$ cat src/rtl/gpr_pkg.sv
// Shared constants and types for the GPR write-pending scoreboard.
// NREG architectural registers, AW-bit indices, LAT_W-bit latency counts.
package gpr_pkg;
   localparam int NREG  = 32;
   localparam int AW    = $clog2(NREG);
   localparam int LAT_W = 3;

   typedef logic [AW-1:0]    reg_idx_t;
   typedef logic [LAT_W-1:0] lat_t;
endpackage

$ cat src/rtl/gpr_sb_entry.sv
// One scoreboard entry: pending bit plus result-latency countdown.
// Ports: clk, reset, load_i/lat_i (issue), clr_i (writeback), flush_i,
//        pend_o/cnt_o (registered state).
module gpr_sb_entry
   import gpr_pkg::*;
(
   input  logic clk,
   input  logic reset,
   input  logic load_i,
   input  lat_t lat_i,
   input  logic clr_i,
   input  logic flush_i,
   output logic pend_o,
   output lat_t cnt_o
);

   logic pend_q, pend_d;
   lat_t cnt_q, cnt_d;

   // flush beats load beats writeback beats countdown
   always_comb begin
      pend_d = pend_q;
      cnt_d  = cnt_q;
      if (flush_i) begin
         pend_d = 1'b0;
         cnt_d  = '0;
      end else if (load_i) begin
         pend_d = 1'b1;
         cnt_d  = lat_i;
      end else if (clr_i) begin
         pend_d = 1'b0;
         cnt_d  = '0;
      end else if (pend_q && cnt_q != '0) begin
         cnt_d = cnt_q - lat_t'(1);
      end
   end

   always_ff @(posedge clk or posedge reset) begin
      if (reset) begin
         pend_q <= 1'b0;
         cnt_q  <= '0;
      end else begin
         pend_q <= pend_d;
         cnt_q  <= cnt_d;
      end
   end

   assign pend_o = pend_q;
   assign cnt_o  = cnt_q;

endmodule

$ cat src/rtl/gpr_scoreboard.sv
// Write-pending scoreboard for the 32x32 GPR file: RAW/WAW stall, bypass
// select, writeback/flush clearing. Inputs iss_* (decode), wb_* (retire),
// flush; outputs stall, iss_fire, fwd_rs/rt, pending, stall_cycles.
// Optional macro GPR_SB_STATS_EN enables the saturating stall counter.
module gpr_scoreboard
   import gpr_pkg::*;
(
   input  logic            clk,
   input  logic            reset,
   input  logic            iss_valid,
   input  reg_idx_t        iss_rs,
   input  reg_idx_t        iss_rt,
   input  logic            iss_use_rs,
   input  logic            iss_use_rt,
   input  logic            iss_we,
   input  reg_idx_t        iss_rd,
   input  lat_t            iss_lat,
   output logic            stall,
   output logic            iss_fire,
   output logic            fwd_rs,
   output logic            fwd_rt,
   input  logic            wb_valid,
   input  reg_idx_t        wb_rd,
   input  logic            flush,
   output logic [NREG-1:0] pending,
   output logic [31:0]     stall_cycles
);

   logic [NREG-1:0] pend;
   lat_t            cnt [NREG];

   // r0 is hardwired zero and never tracked
   assign pend[0] = 1'b0;
   assign cnt[0]  = '0;

   for (genvar r = 1; r < NREG; r++) begin : g_ent
      gpr_sb_entry u_ent (
         .clk     (clk),
         .reset   (reset),
         .load_i  (iss_fire & iss_we & (iss_rd == reg_idx_t'(r))),
         .lat_i   (iss_lat),
         .clr_i   (wb_valid & (wb_rd == reg_idx_t'(r))),
         .flush_i (flush),
         .pend_o  (pend[r]),
         .cnt_o   (cnt[r])
      );
   end

   logic rs_pend, rt_pend, raw_rs, raw_rt, waw;

   assign rs_pend = iss_use_rs & (iss_rs != '0) & pend[iss_rs];
   assign rt_pend = iss_use_rt & (iss_rt != '0) & pend[iss_rt];
   assign raw_rs  = rs_pend & (cnt[iss_rs] != '0);
   assign raw_rt  = rt_pend & (cnt[iss_rt] != '0);
   assign waw     = iss_we & (iss_rd != '0) & pend[iss_rd];

   assign stall    = iss_valid & (raw_rs | raw_rt | waw | flush);
   assign iss_fire = iss_valid & ~stall;
   assign fwd_rs   = rs_pend & (cnt[iss_rs] == '0);
   assign fwd_rt   = rt_pend & (cnt[iss_rt] == '0);
   assign pending  = pend;

`ifdef GPR_SB_STATS_EN
   logic [31:0] sc_q, sc_d;

   always_comb begin
      sc_d = sc_q;
      if (stall && sc_q != '1)
         sc_d = sc_q + 32'd1;
   end

   always_ff @(posedge clk or posedge reset) begin
      if (reset) sc_q <= '0;
      else       sc_q <= sc_d;
   end

   assign stall_cycles = sc_q;
`else
   assign stall_cycles = '0;
`endif

endmodule
$ cat config.mk
export PLATFORM = sky130hd
export DESIGN_NAME = gpr_scoreboard
export DESIGN_NICKNAME = d
export VERILOG_FILES = /design/src/rtl/gpr_pkg.sv /design/src/rtl/gpr_sb_entry.sv /design/src/rtl/gpr_scoreboard.sv
export SDC_FILE = /design/constraint.sdc
export NUM_CORES = 1
export LEC_CHECK = 0
export BUFFER_PORTS_ARGS = -buffer_cell sky130_fd_sc_hd__buf_2
export CAP_MARGIN = 15
export CELL_PAD_IN_SITES_DETAIL_PLACEMENT = 0
export CELL_PAD_IN_SITES_GLOBAL_PLACEMENT = 1
export CORE_ASPECT_RATIO = 0.5
export CORE_MARGIN = 1
export CORE_UTILIZATION = 50
export CTS_CLUSTER_SIZE = 16
export DETAILED_ROUTE_END_ITERATION = 10
export MAX_ROUTING_LAYER = met4
export PLACE_DENSITY_LB_ADDON = 0.1
export SKIP_LAST_GASP = 1
export SLEW_MARGIN = 30
export SYNTH_ARGS = -nofsm -noshare
export SYNTH_HDL_FRONTEND = slang
export SYNTH_SLANG_ARGS = --single-unit
$ cat constraint.sdc
create_clock -name clk -period 10.95 [get_ports clk]
set_clock_uncertainty 0.05 [all_clocks]
set_input_delay 0.5475 -clock clk [delete_from_list [all_inputs] [get_ports clk]]
set_output_delay 0.5475 -clock clk [all_outputs]
set_load 0.01 [all_outputs]
==> impl_metrics.ini, run 1 <==
[outcome]
status = finished clean

[detailed_routing]
drtIter0Drc = 676
wl_met3_mm = 2.96
routedWlPerCell_um = 20.4
dr_wl_met2_mm = 12.8
viasPerCell = 5.79
drcViolationCount = 0
drt_pass1_iterations = 6
vias = 8354
ant_nets = 0
wl_met1_mm = 13.1
top_layer = met4
wirelength_mm = 29.4

[synth]
ys_ff_latch = 124
synthMostInstantiatedCell = nand2_1
synth_top_flop_cell = dfrtp_1
postSynthAreaPerCell_sq_um = 8.66
async_reset_ff_share_pct = 100
yosysTopAreaCellShare_pct = 31.1
ys_top_cells_by_area = dfrtp_1 31%, mux2i_1 8.4%, ha_1 7.8%
yosys_warnings = 0
yosysTopAreaCell = dfrtp_1
ys_top_cells_by_count = 191 x nand2_1, 124 x dfrtp_1, 101 x inv_1
syn_area_sq_mm = 0.00996
synth_seq_area_share_pct = 31.1
synth_cell_types = 56
synth_cells = 1150
synth-edff-count = 0

[sta]
rsz0062_at_grt = false
worstMarginPinSlew_ps = 1030
hold_viol = 0
fin_crit_sh_pct = 39.6
slew_viol_final = 0
fmax_ghz = 0.231
slew_headroom_pct = 30.9
period_minus_slack_ps = 4330
fin_ws_ps = 6620
fin_tns_setup_ps = 0
final-setup-viol-count = 0

[cts]
clockBufferDepth = 2
cts_hold_buffers = 0
cts-buffers-inserted = 17
clk_pin_slew_ps = 60
cts_root_buf = clkbuf_16
ctsResizeCount = 0
clkLatencyLatePin_ps = 430
h-tree-depth = 4
cts_sinks = 124
postCtsSetupRepairBufs = 0
cts_tree = yes

[critical_path]
path_cells = nor3_1 > a211oi_1 > or4b_2 > o22ai_1 > or3_1 > buf_4 > and3_1 > buf_2
cp_top_family = simple AND/OR/NAND/NOR gates
end_kind = output pin
cp_num_buf_inv = 2
critical_path.max_stage_delay_ps = 650
crit_type = reg -> out
worstPathRequired_ps = 10350
startpoint_type = register
slowest_stage = or4b_2
crit_arrival_ps = 3740
path_max_fanout = 23

[floorplan]
core_sq_mm = 0.0195
die_width_um = 202
start_util_pct = 51.1
fp.dieH_um = 102
die_area_sq_mm = 0.0205
ios = 99
placementRows = 36

[layout]
syn2layout_area_growth_pct = 8.15
drive_gt1_share_pct = 13.2
instances_no_fill = 1443
final.fill_count = 1799
antenna_cells = 0
nNetsFinal = 1257

[power]
p_total_w = 0.00122
swShare_pct = 25.1
cellLeakagePower_nw = 5.54
power_frac_seq_pct = 38.0
p_clk_share_pct = 52.3
powerDensity_mw_per_mm2 = 113
internal_power_w = 0.000912
p_switching_w = 0.000306
irDropWorstVdd_mv = 0.108
p_comb_share_pct = 9.6

[grt]
antenna_found_initial = 0
grt_pass1_vias = 7921
track_usage_pct = 31.0
grt_pass1_wl_mm = 45.7
grt_start_max_net_pins = 79
grt_remaining_overflow = 0

[run]
maxCapViolCount = 0

[place]
port_buffers = 65
dpl.cell_count = 1411
dpl.hpwl_mm = 21.6
gp_congestion = 0.949
place_ws_ps = 6850

[worst_hold_path]
hp-class = in -> async
-- cell usage in the layout, fill, tap and decap left out, drive strengths merged, types with 5 or more instances in the layout --
cell type	instances
nand2	191
nor2	38
clkinv	5
inv	101
nor4	22
nand2b	30
nor3	55
nand4	31
nor2b	20
xnor2	31
mux4	24
ha	62
dfrtp	124
conb	33
bufinv	5
mux2	24
or3	8
mux2i	84
a21oi	72
o21ai	66
buf	71
clkbuf	21
a211oi	7
-- stage by stage --
| stage | area [sq um] | utilization, % | hold slack (ps) |
|---|---|---|---|
| floorplan | 10100 | - | 472 |
| global placement | 10100 | 51.8 | 548 |
| detailed placement | 10100 | 51.8 | 552 |
| CTS | 10800 | 55.2 | 155 |
| global route | 10800 | 55.2 | 186 |
| finish | 10800 | 55.2 | 137 |
-- state kept, by name, indices dropped and copies added (netlist names) --
| signal | cells |
|---|---|
| g_ent.u_ent.cnt_o | 93 |
| g_ent.u_ent.pend_o | 31 |
-- worst reg2reg max path, stage by stage (launching register included) --
cell	delay, ps
dfrtp_1	400
nor3_1	540
a211oi_1	170
or4b_2	650
o22ai_1	280
or3_1	490
buf_4	450
nand4_1	310
mux2_2	390
-- kinds of logic (layout without fill, tap and decap cells) --
kind of cell / after synthesis / in the layout / synth area share (%)
AOI/OAI and AO/OA: 179 / 179 / 10.4
xor gates and xnor gates: 31 / 31 / 2.73
adders and majority gates: 62 / 62 / 7.79
buffers and inverters: 210 / 205 / 10.7
DFF: 124 / 124 / 31.1
muxes: 132 / 132 / 16.6
other: 1 / 33 / 0.0376
and+or+nand+nor: 411 / 411 / 20.6
-- final cells by class --
| class | instances | area, sq um | share of cell area [%] |
|---|---|---|---|
| Inverter | 102 | 385 | 3.58 |
| Tap cell | 266 | 333 | 3.09 |
| Sequential cell | 124 | 3100 | 28.8 |
| Multi-Input combinational cell | 848 | 5920 | 54.9 |
| Timing Repair Buffer | 71 | 374 | 3.47 |
| Clock buffer | 21 | 470 | 4.37 |
| Clock inverter | 11 | 189 | 1.75 |
-- final timing paths --
path                                                 startpoint                                    to  slack, ps  depth (start not counted)
setup reg to reg           g_ent[23].u_ent.cnt_o[0]$_DFFE_PP0P_  g_ent[19].u_ent.cnt_o[2]$_DFFE_PP0P_       7110                          8
hold / removal                                            reset  g_ent[10].u_ent.cnt_o[1]$_DFFE_PP0P_        140                          2
setup / recovery           g_ent[23].u_ent.cnt_o[0]$_DFFE_PP0P_                              iss_fire       6620                          8
min in group clk                                     iss_lat[0]  g_ent[31].u_ent.cnt_o[0]$_DFFE_PP0P_        400                          2
max in group asynchronous                                 reset  g_ent[16].u_ent.cnt_o[2]$_DFFE_PP0P_       9570                          3
hold reg to reg            g_ent[12].u_ent.cnt_o[0]$_DFFE_PP0P_  g_ent[12].u_ent.cnt_o[0]$_DFFE_PP0P_        570                          3
-- per-layer routing --
layer	GRT usage, %	vias to the layer above
met5	-	-
met4	10.1	0
met3	8.93	49
met2	45.8	379
met1	40.9	3995
li1	-	3931
-- power groups by stage --
stage	sequential [W]	clock, W	combinational, W
detailed placement	0.000471	0	0.000115
floorplan	0.000470	0	0.0000861
CTS	0.000463	0.000644	0.000115
global placement	0.000471	0	0.000114
global route	0.000463	0.000666	0.000126
finish	0.000463	0.000637	0.000117
Power figures use the tool's default switching activity.
==> run 2, diff against run 1 <==
CORE_UTILIZATION = 46   (was 50)
clock period = 4.1 ns   (was 10.95 ns; I/O delays follow)
==> run 2 against run 1 <==
  * First-iteration DRC count grew 23%
  * Hold slack got worse by 93 ps
  * Register-to-register slack worse by 6800 ps
  * Sequential cell count is the same
  * Cell count rose by 3.0%
  * Die area up 8.6%
  * Critical path depth unchanged
  * Sequential share of layout area fell by 0.22 points
  * Routed wire length rose by 5.7%
  * Combinational power rose to 2.8 times the previous value
  * Count of clock-buffer cells in the layout down 1
  * Via count grew 2.2%
  * Largest cell class unchanged
==> impl_metrics.ini, run 2 (synthesized netlist as in run 1, its figures left out) <==
[layout]
final_common_cell = nand2_1
final_util_pct = 52.0
mostFrequentLayoutCells = 191 x nand2_1, 124 x dfrtp_1, 100 x inv_1, 84 x mux2i_1, 72 x a21oi_1
syn2layout_area_growth_pct = 8.98
antenna_cells = 0
nNetsFinal = 1274
drive_gt1_share_pct = 14.4
largest_reg_flops = 93
instances_no_fill = 1486
final.fill_count = 1974

[critical_path]
crit_type = reg -> reg
slowest_stage = a2111oi_4
worstPathRequired_ps = 4370
rrSetupSlack_ps = 290
r2r_start = g_ent[13].u_ent.cnt_o[2]$_DFFE_PP0P_
startpoint_type = register
cp_num_buf_inv = 1
path_cells = or3_1 > mux4_2 > o2111ai_1 > nor4bb_1 > a2111oi_4 > buf_4 > nand4_1 > mux2_2
end_kind = register
r2r_cells = 8
critical_path.max_stage_delay_ps = 710
timing.rr.end = g_ent[19].u_ent.cnt_o[2]$_DFFE_PP0P_
cp_top_family = compound AO/OA/AOI/OAI gates
path_max_fanout = 22
crit_arrival_ps = 4080

[detailed_routing]
drtIter0Drc = 832
routedWlPerCell_um = 20.9
ant_nets = 0
wirelength_mm = 31.1
viasPerCell = 5.75
drcViolationCount = 0
vias = 8539
drt_pass1_iterations = 5

[sta]
fin_crit_sh_pct = 92.8
rsz0062_at_grt = false
hold_viol = 0
slew_headroom_pct = 28.9
worstMarginPinSlew_ps = 1060
fmax_ghz = 0.263
slew_viol_final = 0
final-setup-viol-count = 0
period_minus_slack_ps = 3810
fin_tns_setup_ps = 0
hold_ws_ps = 44.2

[floorplan]
placementRows = 37
ios = 99
die_width_um = 210
fp.dieH_um = 106
start_util_pct = 47.7
die_area_sq_mm = 0.0223
core_sq_mm = 0.0209

[place]
port_buffers = 65
gp_congestion = 0.924
dpl.cell_count = 1453
dpl.hpwl_mm = 22.8

[cts]
clk_pin_slew_ps = 60
ctsResizeCount = 0
cts_tree = yes
cts_sinks = 124
cts_hold_buffers = 1
clkLatencyLatePin_ps = 440
cts-buffers-inserted = 17
cts_root_buf = clkbuf_16
clockBufferDepth = 2
h-tree-depth = 4
postCtsSetupRepairBufs = 0

[run]
maxCapViolCount = 0

[outcome]
status = finished clean

[power]
irDropWorstVdd_mv = 0.250
cellLeakagePower_nw = 5.59
powerDensity_mw_per_mm2 = 283
p_total_w = 0.00307

[grt]
grt_remaining_overflow = 0
antenna_found_initial = 0
grt_pass1_vias = 8448
grt_start_max_net_pins = 67
grt_pass1_wl_mm = 48.6
track_usage_pct = 30.2

[worst_hold_path]
hp-class = in -> reg
min_from = iss_lat[0]
whs_path_depth = 2
min_to = g_ent[31].u_ent.cnt_o[0]$_DFFE_PP0P_
[run 2: changes by cell type in the layout (fill, tap and decap cells not counted)]
cell           delta
buf_6             -1
buf_4            +17
clkinvlp_4        +1
inv_4             -1
bufinv_16         -3
clkinv_2          +3
clkbuf_8          -1
dlygate4sd3_1     +1
inv_6             +1
nor2b_1           -1
nor2b_2           +1
[run 2: final cells by class]
| cell class | instances | area [sq um] | share of cell area (%) |
|---|---|---|---|
| flip-flops and latches | 124 | 3100 | 28.6 |
| repair buffers | 88 | 500 | 4.61 |
| well taps | 292 | 365 | 3.37 |
| multi-input cells | 848 | 5920 | 54.5 |
| clock inverters | 12 | 121 | 1.12 |
| inverters | 102 | 388 | 3.57 |
| clock buffers | 20 | 457 | 4.21 |
[run 2: how the worst max path moves through the flow]
| stage | start | to | slack (ps) | cells past startpoint |
|---|---|---|---|---|
| 6_report | g_ent[13].u_ent.cnt_o[2]$_DFFE_PP0P_ | g_ent[19].u_ent.cnt_o[2]$_DFFE_PP0P_ | 290 | 8 |
| 2_1_floorplan | reset | g_ent[10].u_ent.cnt_o[0]$_DFFE_PP0P_ | 550 | 1 |
| 3_3_place_gp | iss_rt[0] | g_ent[19].u_ent.cnt_o[2]$_DFFE_PP0P_ | 350 | 9 |
| 3_5_place_dp | iss_rt[0] | g_ent[19].u_ent.cnt_o[2]$_DFFE_PP0P_ | 220 | 9 |
| 4_1_cts | g_ent[13].u_ent.cnt_o[2]$_DFFE_PP0P_ | g_ent[19].u_ent.cnt_o[2]$_DFFE_PP0P_ | 320 | 8 |
| 5_1_grt | g_ent[13].u_ent.cnt_o[2]$_DFFE_PP0P_ | g_ent[19].u_ent.cnt_o[2]$_DFFE_PP0P_ | 40 | 8 |
[run 2: worst register-to-register path, cell delays in order (launching register included)]
cell and delay, ps:
dfrtp_1 410, or3_1 450, mux4_2 500, o2111ai_1 250, nor4bb_1 130, a2111oi_4 710
buf_4 500, nand4_1 340, mux2_2 350
[run 2: through the flow]
stage	area (sq um)	worst slack [ps]
final	10900	294
after floorplan	10100	546
after global routing	10900	44.2
after CTS	10900	323
after detailed placement	10300	220
after global placement	10300	346
[run 2: per-layer routing]
layer / track usage, % / vias to the layer above / wire (um)
met2: 42.9 / 348 / 13000
met5: - / - / 0
met1: 41.5 / 4189 / 14700
met4: 9.38 / 0 / 637
met3: 8.48 / 48 / 2710
li1: - / 3954 / -
[run 2: where the power goes]
part / internal (W) / leakage [nW] / total (W) / switching [W]
combinational: 0.0000840 / 3.58 / 0.000325 / 0.000241
sequential: 0.00123 / 1.73 / 0.00124 / 0.00000669
clock: 0.000919 / 0.281 / 0.00151 / 0.000595
total: 0.00223 / 5.59 / 0.00307 / 0.000843
